`src/rtl/lsu_pkg.sv`:
```
// Shared definitions for the RV32I load/store unit.
//   - funct3 encodings for loads and stores
//   - lsu_state_t FSM encoding
//   - byte-enable and register-index widths
package lsu_pkg;

    localparam int NB_BE  = 4;
    localparam int NB_REG = 5;

    typedef enum logic [2:0] {
        F3_LB  = 3'b000,
        F3_LH  = 3'b001,
        F3_LW  = 3'b010,
        F3_LBU = 3'b100,
        F3_LHU = 3'b101
    } l_funct3_t;

    typedef enum logic [2:0] {
        F3_SB = 3'b000,
        F3_SH = 3'b001,
        F3_SW = 3'b010
    } s_funct3_t;

    typedef enum logic [1:0] {
        IDLE     = 2'd0,
        REQ      = 2'd1,
        WAIT_RSP = 2'd2
    } lsu_state_t;

endpackage

```
`src/rtl/lsu_align.sv`:
```
// Combinational lane logic for the LSU.
//   is_load, funct3, addr_lo : op description (low two address bits)
//   store_data               : rs2 value
//   rdata                    : memory read word
//   be, wdata                : byte enables and lane-replicated store data
//   load_data                : shifted and sign/zero-extended load result
//   misaligned               : illegal funct3 for the op, or misaligned access
module lsu_align
    import lsu_pkg::*;
#(
    parameter int NB_WORD   = 32,
    parameter int NB_FUNCT3 = 3
) (
    input  logic                   is_load,
    input  logic [NB_FUNCT3-1:0]   funct3,
    input  logic [1:0]             addr_lo,
    input  logic [NB_WORD-1:0]     store_data,
    input  logic [NB_WORD-1:0]     rdata,
    output logic [NB_WORD/8-1:0]   be,
    output logic [NB_WORD-1:0]     wdata,
    output logic [NB_WORD-1:0]     load_data,
    output logic                   misaligned
);

    logic [NB_WORD-1:0] shifted;

    always_comb begin
        shifted    = rdata >> {addr_lo, 3'b000};
        be         = '0;
        wdata      = '0;
        load_data  = shifted;
        misaligned = 1'b0;
        if (is_load) begin
            // Loads always read the full word; lane selection happens on return.
            be = '1;
            case (funct3)
                F3_LB:   load_data = {{(NB_WORD-8){shifted[7]}}, shifted[7:0]};
                F3_LBU:  load_data = {{(NB_WORD-8){1'b0}}, shifted[7:0]};
                F3_LH: begin
                    load_data  = {{(NB_WORD-16){shifted[15]}}, shifted[15:0]};
                    misaligned = addr_lo[0];
                end
                F3_LHU: begin
                    load_data  = {{(NB_WORD-16){1'b0}}, shifted[15:0]};
                    misaligned = addr_lo[0];
                end
                F3_LW:   misaligned = |addr_lo;
                default: misaligned = 1'b1;
            endcase
        end else begin
            case (funct3)
                F3_SB: begin
                    be    = (NB_WORD/8)'(1) << addr_lo;
                    wdata = {(NB_WORD/8){store_data[7:0]}};
                end
                F3_SH: begin
                    be         = (NB_WORD/8)'(3) << {addr_lo[1], 1'b0};
                    wdata      = {(NB_WORD/16){store_data[15:0]}};
                    misaligned = addr_lo[0];
                end
                F3_SW: begin
                    be         = '1;
                    wdata      = store_data;
                    misaligned = |addr_lo;
                end
                default: misaligned = 1'b1;
            endcase
        end
    end

endmodule

```
`src/rtl/lsu.sv`:
```
// Load/store unit: accepts one memory op from execute, checks it, runs the
// req/gnt/rvalid handshake with data memory and returns extended load data.
//   i_valid/o_ready             : op handshake from execute
//   i_is_load/i_is_store/...    : op description (ALU result is the address)
//   o_mem_* / i_mem_*           : data memory request and response
//   o_wb_valid/o_wb_rd/o_wb_data: registered load writeback
//   o_done                      : op retired pulse
//   o_misaligned                : op rejected pulse
module lsu #(
    parameter int NB_WORD   = 32,
    parameter int NB_FUNCT3 = 3,
    parameter int NB_REG    = lsu_pkg::NB_REG,
    parameter int NB_BE     = lsu_pkg::NB_BE
) (
    input  logic                 i_clock,
    input  logic                 i_reset,
    input  logic                 i_valid,
    output logic                 o_ready,
    input  logic                 i_is_load,
    input  logic                 i_is_store,
    input  logic [NB_FUNCT3-1:0] i_funct3,
    input  logic [NB_WORD-1:0]   i_addr,
    input  logic [NB_WORD-1:0]   i_store_data,
    input  logic [NB_REG-1:0]    i_rd,
    output logic                 o_mem_req,
    output logic                 o_mem_we,
    output logic [NB_WORD-1:0]   o_mem_addr,
    output logic [NB_BE-1:0]     o_mem_be,
    output logic [NB_WORD-1:0]   o_mem_wdata,
    input  logic                 i_mem_gnt,
    input  logic                 i_mem_rvalid,
    input  logic [NB_WORD-1:0]   i_mem_rdata,
    output logic                 o_wb_valid,
    output logic [NB_REG-1:0]    o_wb_rd,
    output logic [NB_WORD-1:0]   o_wb_data,
    output logic                 o_done,
    output logic                 o_misaligned
);
    import lsu_pkg::*;

    lsu_state_t             state;
    logic                   is_load_q;
    logic [NB_FUNCT3-1:0]   funct3_q;
    logic [NB_WORD-1:2]     waddr_q;
    logic [1:0]             addr_lo_q;
    logic [NB_REG-1:0]      rd_q;
    logic [NB_BE-1:0]       be_q;
    logic [NB_WORD-1:0]     wdata_q;

    logic                   idle;
    logic                   al_is_load;
    logic [NB_FUNCT3-1:0]   al_funct3;
    logic [1:0]             al_addr_lo;
    logic [NB_BE-1:0]       al_be;
    logic [NB_WORD-1:0]     al_wdata;
    logic [NB_WORD-1:0]     al_load_data;
    logic                   al_mis;
    logic                   reject;

    assign idle = (state == IDLE);

    // One lane-logic instance serves both ends of an op: in IDLE it sees the
    // incoming op (legality, be, wdata), afterwards the latched op (extraction).
    assign al_is_load = idle ? i_is_load       : is_load_q;
    assign al_funct3  = idle ? i_funct3        : funct3_q;
    assign al_addr_lo = idle ? i_addr[1:0]     : addr_lo_q;

    lsu_align #(
        .NB_WORD   (NB_WORD),
        .NB_FUNCT3 (NB_FUNCT3)
    ) u_align (
        .is_load    (al_is_load),
        .funct3     (al_funct3),
        .addr_lo    (al_addr_lo),
        .store_data (i_store_data),
        .rdata      (i_mem_rdata),
        .be         (al_be),
        .wdata      (al_wdata),
        .load_data  (al_load_data),
        .misaligned (al_mis)
    );

    assign reject = (i_is_load == i_is_store) | al_mis;

    // Memory side comes only from registered state, so reset clears it at once.
    assign o_ready     = idle;
    assign o_mem_req   = (state == REQ);
    assign o_mem_we    = o_mem_req & ~is_load_q;
    assign o_mem_addr  = o_mem_req ? {waddr_q, 2'b00} : '0;
    assign o_mem_be    = o_mem_req ? be_q : '0;
    assign o_mem_wdata = o_mem_req ? wdata_q : '0;

    always_ff @(posedge i_clock or posedge i_reset) begin
        if (i_reset) begin
            state        <= IDLE;
            is_load_q    <= 1'b0;
            funct3_q     <= '0;
            waddr_q      <= '0;
            addr_lo_q    <= '0;
            rd_q         <= '0;
            be_q         <= '0;
            wdata_q      <= '0;
            o_wb_valid   <= 1'b0;
            o_wb_rd      <= '0;
            o_wb_data    <= '0;
            o_done       <= 1'b0;
            o_misaligned <= 1'b0;
        end else begin
            o_wb_valid   <= 1'b0;
            o_done       <= 1'b0;
            o_misaligned <= 1'b0;
            case (state)
                IDLE: begin
                    if (i_valid) begin
                        if (reject) begin
                            o_misaligned <= 1'b1;
                        end else begin
                            is_load_q <= i_is_load;
                            funct3_q  <= i_funct3;
                            waddr_q   <= i_addr[NB_WORD-1:2];
                            addr_lo_q <= i_addr[1:0];
                            rd_q      <= i_rd;
                            be_q      <= al_be;
                            wdata_q   <= al_wdata;
                            state     <= REQ;
                        end
                    end
                end
                REQ: begin
                    if (i_mem_gnt) begin
                        if (is_load_q) begin
                            state <= WAIT_RSP;
                        end else begin
                            o_done <= 1'b1;
                            state  <= IDLE;
                        end
                    end
                end
                WAIT_RSP: begin
                    if (i_mem_rvalid) begin
                        o_wb_valid <= 1'b1;
                        o_done     <= 1'b1;
                        o_wb_rd    <= rd_q;
                        o_wb_data  <= al_load_data;
                        state      <= IDLE;
                    end
                end
                default: state <= IDLE;
            endcase
        end
    end

endmodule

```
`config.mk`:
```
export PLATFORM = sky130hd
export DESIGN_NAME = lsu
export DESIGN_NICKNAME = d
export VERILOG_FILES = /design/src/rtl/lsu_pkg.sv /design/src/rtl/lsu_align.sv /design/src/rtl/lsu.sv
export SDC_FILE = /design/constraint.sdc
export NUM_CORES = 1
export LEC_CHECK = 0
export ABC_AREA = 1
export ABC_CLOCK_PERIOD_IN_PS = 4100
export CAP_MARGIN = 30
export CORE_MARGIN = 3
export CORE_UTILIZATION = 58
export DETAILED_ROUTE_END_ITERATION = 8
export DONT_BUFFER_PORTS = 1
export PLACE_DENSITY_LB_ADDON = 0.2
export SKIP_LAST_GASP = 1
export SYNTH_ARGS = -nofsm -noshare
export SYNTH_HDL_FRONTEND = slang
export SYNTH_HIERARCHICAL = 1
export SYNTH_SLANG_ARGS = --single-unit
```
`constraint.sdc`:
```
create_clock -name i_clock -period 4.1 [get_ports i_clock]
set_input_delay 1.025 -clock i_clock [delete_from_list [all_inputs] [get_ports i_clock]]
set_output_delay 1.025 -clock i_clock [all_outputs]
set_load 0.02 [all_outputs]
```
* After elaboration in Yosys (flattened, before gate mapping)
Cells that the tools add are included.
** Cells by class
- Eq/ne operators :: 11
- Shift operators :: 3
- Mux-type cells :: 29
- Bitwise gates (word level) :: 4
- Reductions and logical operators :: 8
** Operators with widths (number)
- 2-to-1 mux 32 bit :: 4
- one-hot mux 32 bit (4 select lines) :: 1
- one-hot mux 32 bit (3 select lines) :: 1
- >> shifter 32 x 5 -> 32 bit :: 1
- 2-to-1 mux 2 bit :: 6
- one-hot mux 4 bit (3 select lines) :: 1
- 2-to-1 mux 1 bit :: 9
- 2-to-1 mux 4 bit :: 2
- equality test 3 bit, second input constant :: 2
- inequality test 2 bit, second input constant :: 3
- one-hot mux 1 bit (3 select lines) :: 2
- one-hot mux 2 bit (3 select lines) :: 1
- OR reduction 2 bit :: 3
- AND reduction 4 bit :: 1
- left shift 1 x 2 -> 4 bit, first input constant :: 1
- left shift 2 x 2 -> 4 bit, first input constant :: 1
- equality test 3 x 1 -> 1 bit, second input constant :: 1
- equality test 3 x 2 -> 1 bit, second input constant :: 1
- zero test 3 bit :: 1
- 2-to-1 mux 3 bit :: 1
- AND reduction 3 bit :: 1
- equality test 2 x 1 -> 1 bit, second input constant :: 1
- equality test 2 bit, second input constant :: 1
- zero test 2 bit :: 1
- 7 further kinds :: 8
** Storage, ports and cells
- Bits in registers :: 119
- Input port bits :: 111
- Output and inout port bits :: 111

* Depth between registers and ports, before layout
Gate-level depths: netlist of run 1.
- Depth in word-level cells :: 10
- Gate-level depth with buffers :: 18
- Gate-level depth less buffers :: 16

* By module
The synthesis of run 1 kept the hierarchy.
** Modules (own cells, without submodules)
- lsu :: instances 1, cells each 669, area each 5247.5 um2, sequential area each 2977.9 um2
- lsu_align :: instances 1, cells each 316, area each 1438.9 um2, sequential area each 0.0 um2

* Worst setup path before layout of run 1
Ideal clock, no wire load.
- Kind :: register to register
- Start point :: register state[0]
- End point :: register addr_lo_q[1]
- Library setup time :: 76 ps
- Arrival :: 2786 ps
- Required time :: 4024 ps
- Slack :: 1238 ps
- Stages on the path, launching flop included :: 17
- Path buffers :: 4
- Clock period less this slack :: 2862 ps
- Cell sequence :: dfrtp_1 > inv_1 > ha_1 > clkbuf_1 > nor2_1 > a21oi_1 > buf_4 > buf_4 > o21ai_0 > nand3_1 > inv_1 > nand3_2 > nor2_8 > inv_4 > buf_6 > nand2_1 > o21ai_1
** Between the ends
- Elaborated cells on any way between the ends :: 18
- Those cells by class :: eq/ne (4); mux (6); bitwise (2); reduce/logical (6)
** RTL lines
- from (decl) :: line lsu.sv:41 : lsu_state_t state;
- from (signal assigned) :: line lsu.sv:95 : state <= IDLE;
- from (signal assigned) :: line lsu.sv:125 : state <= REQ;
- from (signal assigned) :: line lsu.sv:132 : state <= WAIT_RSP;
- zero test 2 bit * :: line lsu.sv:60 : assign idle = (state == IDLE);
- net o_ready :: line lsu.sv:18 : output logic o_ready,
- 2-to-1 mux 2 bit * :: line lsu.sv:66 : assign al_addr_lo = idle ? i_addr[1:0] : addr_lo_q;
- net al_addr_lo[1] :: line lsu.sv:53 : logic [1:0] al_addr_lo;
- OR reduction 2 bit * :: line lsu_align.sv:47, lsu_align.sv:64
- one-hot mux 1 bit (3 select lines), on equally long branches :: line lsu_align.sv:51, lsu_align.sv:36
- 2-to-1 mux 1 bit * :: line lsu_align.sv:33 : if (is_load) begin
- net al_mis :: line lsu.sv:57 : logic al_mis;
- OR 1 bit * :: line lsu.sv:83 : assign reject = (i_is_load == i_is_store) | al_mis;
- NOT 1 bit (no source line) *
- AND reduction 3 bit (no source line) *
- to (signal assigned) :: line lsu.sv:121 : addr_lo_q <= i_addr[1:0];
- to (decl) :: line lsu.sv:45 : logic [1:0] addr_lo_q;
Mark *: on every way through the listed nets, which the timed path passes. The rest lies on a longest branch.
A chain may end at the register's enable or synchronous reset.

* Final worst setup path of run 1
- Start point :: register state[1]
- End point :: register addr_lo_q[0]
** Between the ends
- Word-level cells in the longest chain between the ends :: 9
- Elaborated cells on any way between the ends :: 18
- Those cells by class :: eq/ne (4); mux (6); bitwise (2); reduce/logical (6)
** RTL lines
- zero test 2 bit * :: line lsu.sv:60
- net o_ready :: line lsu.sv:18
- 2-to-1 mux 3 bit * :: line lsu.sv:65 : assign al_funct3 = idle ? i_funct3 : funct3_q;
- net al_funct3[2] :: line lsu.sv:52 : logic [NB_FUNCT3-1:0] al_funct3;
- equality test 3 bit (tied with other cells) :: line lsu_align.sv:36 : case (funct3)
- OR reduction 2 bit (no source line)
- one-hot mux 1 bit (3 select lines) :: line lsu_align.sv:36
- 2-to-1 mux 1 bit * :: line lsu_align.sv:33
- net al_mis :: line lsu.sv:57
- OR 1 bit * :: line lsu.sv:83
- NOT 1 bit (no source line) *
- AND reduction 3 bit (no source line) *
Marked as above.

==> flow_summary.ini, run 1 <==
[run_status]
outcome = finished, final reports clean

[worst_hold_path]
worst_hold_startpoint = waddr_q[19]$_DFFE_PP0P_
hold_class = reg2reg
min_path_cells = 2
holdPathEnd = waddr_q[19]$_DFFE_PP0P_

[synth]
ys_seq_area_share_pct = 44.54
synth-seq-cells = 119
synth_area_leaders = dfrtp_1 (45%), nand2_1 (30%), inv_1 (6.5%)
syn_area_per_cell_um2 = 6.788
yosysTopAreaCellShare_pct = 44.54
synthCells = 985
syn_area_mm2 = 0.006686
synth.largest_area_cell = dfrtp_1
ys_warn_count = 6
synth.distinct_cells = 29

[power]
combPwrFrac_pct = 43.7
p_leak_nw = 4.558
peakVddDrop_v = 0.0004209
p_sw_mw = 3.132
p_int_mw = 3.441
clock_power_share_pct = 23.5
switching_share_pct = 47.65
powerDensity_mw_per_mm2 = 908.0
seq_power_share_pct = 32.8

[layout]
final_area_mm2 = 0.007238
layout_commonest_cell = nand2_1
area_delta_synth_final_pct = 8.252
multi_input_area_mm2 = 0.002895
seqCellArea_mm2 = 0.002978
n_antenna_cell = 0
fill_cells = 1058
mostFrequentLayoutCells = nand2_1 (530), dfrtp_1 (119), inv_1 (115)
drive_gt1_share_pct = 7.369
nNetsFinal = 1078

[timing]
rsz0062_at_grt = no
worst_clock_skew_ps = 13.54
period_needed_ps = 3568
setup_viol = 0
tightestPinTransition_ps = 929.5
final.setup.tns_ps = 0
timing.hold.ws_ps = 469.9
post-route-period-util_pct = 87.02
hold_viol = 0
fmax_mhz = 280.3
slew_violations = 0
maxSlewHeadroom_pct = 37.96

[route]
antenna_left = 0
drc = 0
via_per_inst = 5.312
drt_wl_total_um = 17380
num_vias = 5934
drtIter0Drc = 576
dr.pass1.iters = 5
routedWlPerCell_um = 15.56

[worst_setup_path]
cp_top_family = buffers and inverters
crit_type = reg2reg
cp_cell_sequence = inv_1, ha_1, buf_4, nor2_1, a21oi_1, inv_1, nand2_2, nor2_2, o21ai_0, nand3_1, inv_1, nand3_2, nor2_8, buf_4, o22ai_1
worstReg2RegEnd = addr_lo_q[0]$_DFFE_PP0P_
worstSetupEndpointType = flip-flop
slowest_delay_ps = 520
r2r_cells = 15
cp-start-kind = flip-flop
worst_path_most_repeated_cell = inv_1
worst-path-buf-inv = 5
r2r-start = state[1]$_DFFE_PP0P_
arrival_ps = 3830
worstPathMaxFanout = 51
cp_slowest_cell = buf_4
reg2reg_setup_slack_ps = 530
worst_ep_required_time_ps = 4360

[place]
port_buffers = 0
hpwl_um = 12110
gp_congestion = 0.9095
dpl_cell_area_mm2 = 0.006621

[global_routing]
grt_overflow_total = 0
grtUsageTotal_pct = 27.16
antenna_found_initial = 0
grt_pass1_wl_um = 27810
grt_pass1_vias = 5595
grt_max_degree = 73

[job]
cap_violations = 0

[cts]
clkLatencyLatePin_ps = 420
cts_root_buf = clkbuf_16
cts_tree = yes
htree_levels = 4
cts_buffers = 17
cts_resized = 0
clockBufferDepth = 2
cts_setup_buffers = 0
postCtsHoldBufs = 0
cts_sinks = 119
path_clk_slew_ps = 60

[floorplan]
initial_core_util_pct = 60.62
placeableCoreArea_mm2 = 0.01103
die_h_um = 113.4
ios = 222
rows = 38
die_w_um = 113.4
fp.dieArea_mm2 = 0.01285
-- metal layers --
| metal | wire length [um] | up-vias | GRT usage (%) |
|---|---|---|---|
| met5 | 0 | - | 0 |
| met4 | 317 | 0 | 9.054 |
| met3 | 1561 | 26 | 8.753 |
| met2 | 8348 | 252 | 43.72 |
| met1 | 7157 | 2742 | 34.94 |
| li1 | - | 2914 | - |
-- logic make-up after synthesis --
group,synth area share [%]
AND/OR/NAND/NOR,38.47
buffers and inverters,12.31
flip-flops,44.54
AO/OA/AOI/OAI,4.061
adder cells (fa/ha/maj),0.5614
other,0.05608
-- cells in the mapped netlist --
master and n:
a21boi_0 1, a21oi_1 10, a21oi_2 1, a22oi_1 7, a31oi_1 1, buf_2 15
buf_4 19, buf_6 9, clkbuf_1 10, conb_1 1, dfrtp_1 119, ha_1 3
inv_1 116, inv_2 5, inv_4 2, nand2_1 530, nand2_2 6, nand3_1 76
nand3_2 1, nand4_1 2, nor2_1 16, nor2_2 3, nor2_4 3, nor2_8 1
nor3_2 1, o21ai_0 20, o21ai_1 2, o21ai_2 2, o22ai_1 3
-- area by class of cell --
class / count / share of cell area (%)
Inverter: 123 / 6.500
Timing Repair Buffer: 12 / 1.417
Sequential cell: 119 / 41.14
Tap cell: 140 / 2.420
Clock inverter: 15 / 2.645
Multi-Input combinational cell: 691 / 40.00
Clock buffer: 17 / 5.877
-- power groups by stage --
stage | sequential (mW) | combinational [mW] | clock (mW)
after CTS | 2.15 | 2.88 | 1.57
final | 2.15 | 2.87 | 1.55
after floorplan | 2.07 | 2.48 | 0
after global placement | 2.15 | 2.81 | 0
after detailed placement | 2.16 | 2.86 | 0
after global routing | 2.21 | 3.28 | 1.62
-- how the worst max path moves through the flow --
stage                    startpoint                        to  slack, ps  cells past startpoint
4_1_cts        state[1]$_DFFE_PP0P_  addr_lo_q[0]$_DFFE_PP0P_        550                     15
3_5_place_dp   state[0]$_DFFE_PP0P_  addr_lo_q[0]$_DFFE_PP0P_        590                     15
5_1_grt        state[1]$_DFFE_PP0P_   wdata_q[25]$_DFFE_PP0P_        210                     16
3_3_place_gp   state[0]$_DFFE_PP0P_  addr_lo_q[0]$_DFFE_PP0P_        720                     16
2_1_floorplan  state[0]$_DFFE_PP0P_  addr_lo_q[1]$_DFFE_PP0P_       1240                     16
6_report       state[1]$_DFFE_PP0P_  addr_lo_q[0]$_DFFE_PP0P_        530                     15
-- worst min-delay path: cells and delay by family, from the launching register on --
family,cells,cell delay (ps)
flops,1,340
simple gates,2,100
-- registers in the layout, summed over array words and instances (netlist names) --
signal / count
o_wb_valid: 1
o_wb_rd: 5
o_misaligned: 1
is_load_q: 1
be_q: 4
funct3_q: 3
state: 2
addr_lo_q: 2
o_done: 1
wdata_q: 32
o_wb_data: 32
rd_q: 5
waddr_q: 30
-- through the flow --
step,instances,setup WS (ps),power [mW],util [%]
2_1_floorplan,986,1238,4.555,-
3_3_place_gp,1085,724.7,4.963,60.03
3_5_place_dp,1085,592.4,5.016,60.03
4_1_cts,1117,551.6,6.596,65.62
5_1_grt,1117,205.0,7.114,65.62
6_report,1117,532.3,6.572,65.62
Power figures use the tool's default switching activity.
==> inputs of run 2 (changes only) <==
--- a/config.mk
+++ b/config.mk
@@ -8,7 +8,6 @@
 export ABC_AREA = 1
 export ABC_CLOCK_PERIOD_IN_PS = 4100
 export CAP_MARGIN = 30
-export CORE_MARGIN = 3
 export CORE_UTILIZATION = 58
 export DETAILED_ROUTE_END_ITERATION = 8
 export DONT_BUFFER_PORTS = 1
==> flow_summary.ini, run 2 (synthesis gave the netlist of run 1 again) <==
[worst_setup_path]
crit_type = reg2reg
r2r_cells = 16
worst_ep_required_time_ps = 4440
cp-start-kind = flip-flop
crit_start = state[0]$_DFFE_PP0P_
r2r-start = state[0]$_DFFE_PP0P_
reg2reg_setup_slack_ps = 710
worstPathMaxFanout = 80
worstReg2RegEnd = wdata_q[18]$_DFFE_PP0P_
worstSetupEndpointType = flip-flop
arrival_ps = 3740
critPathCapture = wdata_q[18]$_DFFE_PP0P_

[cts]
cts_sinks = 119
clkLatencyLatePin_ps = 410
cts_resized = 0
clockBufferDepth = 2
htree_levels = 4
cts_tree = yes
path_clk_slew_ps = 60
postCtsHoldBufs = 0
cts_buffers = 17
cts_setup_buffers = 0
cts_root_buf = clkbuf_16

[route]
dr_wl_met3_um = 1514
drc = 0
wl_met2_um = 7679
routed.top_layer = met4
routedWlPerCell_um = 14.76
antenna_left = 0
dr.pass1.iters = 5
drtIter0Drc = 528
wl_met1_um = 6946
drt_wl_total_um = 16470
via_per_inst = 5.263
num_vias = 5873

[floorplan]
ios = 222
rows = 38
die_h_um = 109.4
initial_core_util_pct = 60.62
fp.dieArea_mm2 = 0.01196
die_w_um = 109.4
placeableCoreArea_mm2 = 0.01103

[layout]
utilization_pct = 65.45
drive_gt1_share_pct = 7.275
largestRegisters = o_wb_data (32), wdata_q (32), waddr_q (30)
n_antenna_cell = 0
instances_no_fill = 1116
area_delta_synth_final_pct = 7.971
layout_commonest_cell = nand2_1
nNetsFinal = 1077
mostFrequentLayoutCells = nand2_1 (530), dfrtp_1 (119), inv_1 (115)

[power]
seq_power_share_pct = 33.1
peakVddDrop_v = 0.0003940
p_sw_mw = 3.108
switching_share_pct = 47.84
combPwrFrac_pct = 44.1
clock_power_share_pct = 22.8
p_leak_nw = 4.539
powerDensity_mw_per_mm2 = 899.8
p_int_mw = 3.388

[timing]
tightestPinTransition_ps = 925.0
post-route-period-util_pct = 82.76
setup_viol = 0
worst_clock_skew_ps = 7.718
slew_violations = 0
rsz0062_at_grt = no
fmax_mhz = 294.7
timing.hold.ws_ps = 426.4
period_needed_ps = 3393
final.setup.tns_ps = 0
maxSlewHeadroom_pct = 38.27
hold_viol = 0
fin_ws_ps = 706.8

[job]
cap_violations = 0

[global_routing]
grtUsageTotal_pct = 28.14
grt_max_degree = 81
grt_pass1_vias = 5330
antenna_found_initial = 0
grt_pass1_wl_um = 25760
grt_overflow_total = 0

[place]
port_buffers = 0
gp_congestion = 0.8420
placed_cells = 1084
hpwl_um = 11450
pre_cts_slack_ps = 748.1

[run_status]
outcome = finished, final reports clean

[worst_hold_path]
hold_class = in2async
[run 2: cell count changes in the layout (fill, tap and decap cells not counted), sizes merged]
cell / delta
clkinv: -2
clkinvlp: +2
buf: -1
bufinv: -1
inv: +1
[run 2: power groups by stage]
stage / clock, mW / sequential (mW) / combinational (mW)
floorplan: 0 / 2.07 / 2.48
finish: 1.48 / 2.15 / 2.87
CTS: 1.50 / 2.15 / 2.87
detailed placement: 0 / 2.16 / 2.86
global route: 1.55 / 2.21 / 3.29
global placement: 0 / 2.15 / 2.82
[run 2: layer usage]
metal,vias up,global-route usage [%]
li1,2920,-
met1,2683,35.80
met2,240,44.70
met3,30,9.306
met4,0,10.48
met5,-,0
[run 2: worst min path at each step]
stage | end | cells past startpoint | start
2_1_floorplan | be_q[0]$_DFFE_PP0P_ | 2 | be_q[0]$_DFFE_PP0P_
3_3_place_gp | waddr_q[14]$_DFFE_PP0P_ | 2 | waddr_q[14]$_DFFE_PP0P_
3_5_place_dp | waddr_q[26]$_DFFE_PP0P_ | 2 | waddr_q[26]$_DFFE_PP0P_
4_1_cts | waddr_q[14]$_DFFE_PP0P_ | 1 | i_reset
5_1_grt | waddr_q[11]$_DFFE_PP0P_ | 1 | i_reset
6_report | waddr_q[7]$_DFFE_PP0P_ | 1 | i_reset
[run 2: layout make-up]
cell class	instances	area (um^2)
Clock buffer	17	425.4
Clock inverter	15	167.7
Fill cell	1048	3811
Inverter	123	470.5
Multi-Input combinational cell	691	2895
Sequential cell	119	2978
Tap cell	140	175.2
Timing Repair Buffer	11	107.6
[run 2: per-stage QoR]
stage               area [um^2]  power (mW)
floorplan                  6694       4.555
global placement           6626       4.965
detailed placement         6626       5.020
CTS                        7219       6.516
global route               7219       7.045
finish                     7219       6.496
[run 2: critical path: stages, from the launching register on]
cell and delay [ps]:
dfrtp_1 400, inv_1 90, ha_1 480, o21ai_1 320, buf_4 260, inv_2 110
nand2_1 80, nand2_1 90, nand2_1 50, nand2_1 50, nand3_1 70, inv_1 100
nand3_2 140, nor2_8 120, buf_4 610, nand2_1 160, nand2_1 110
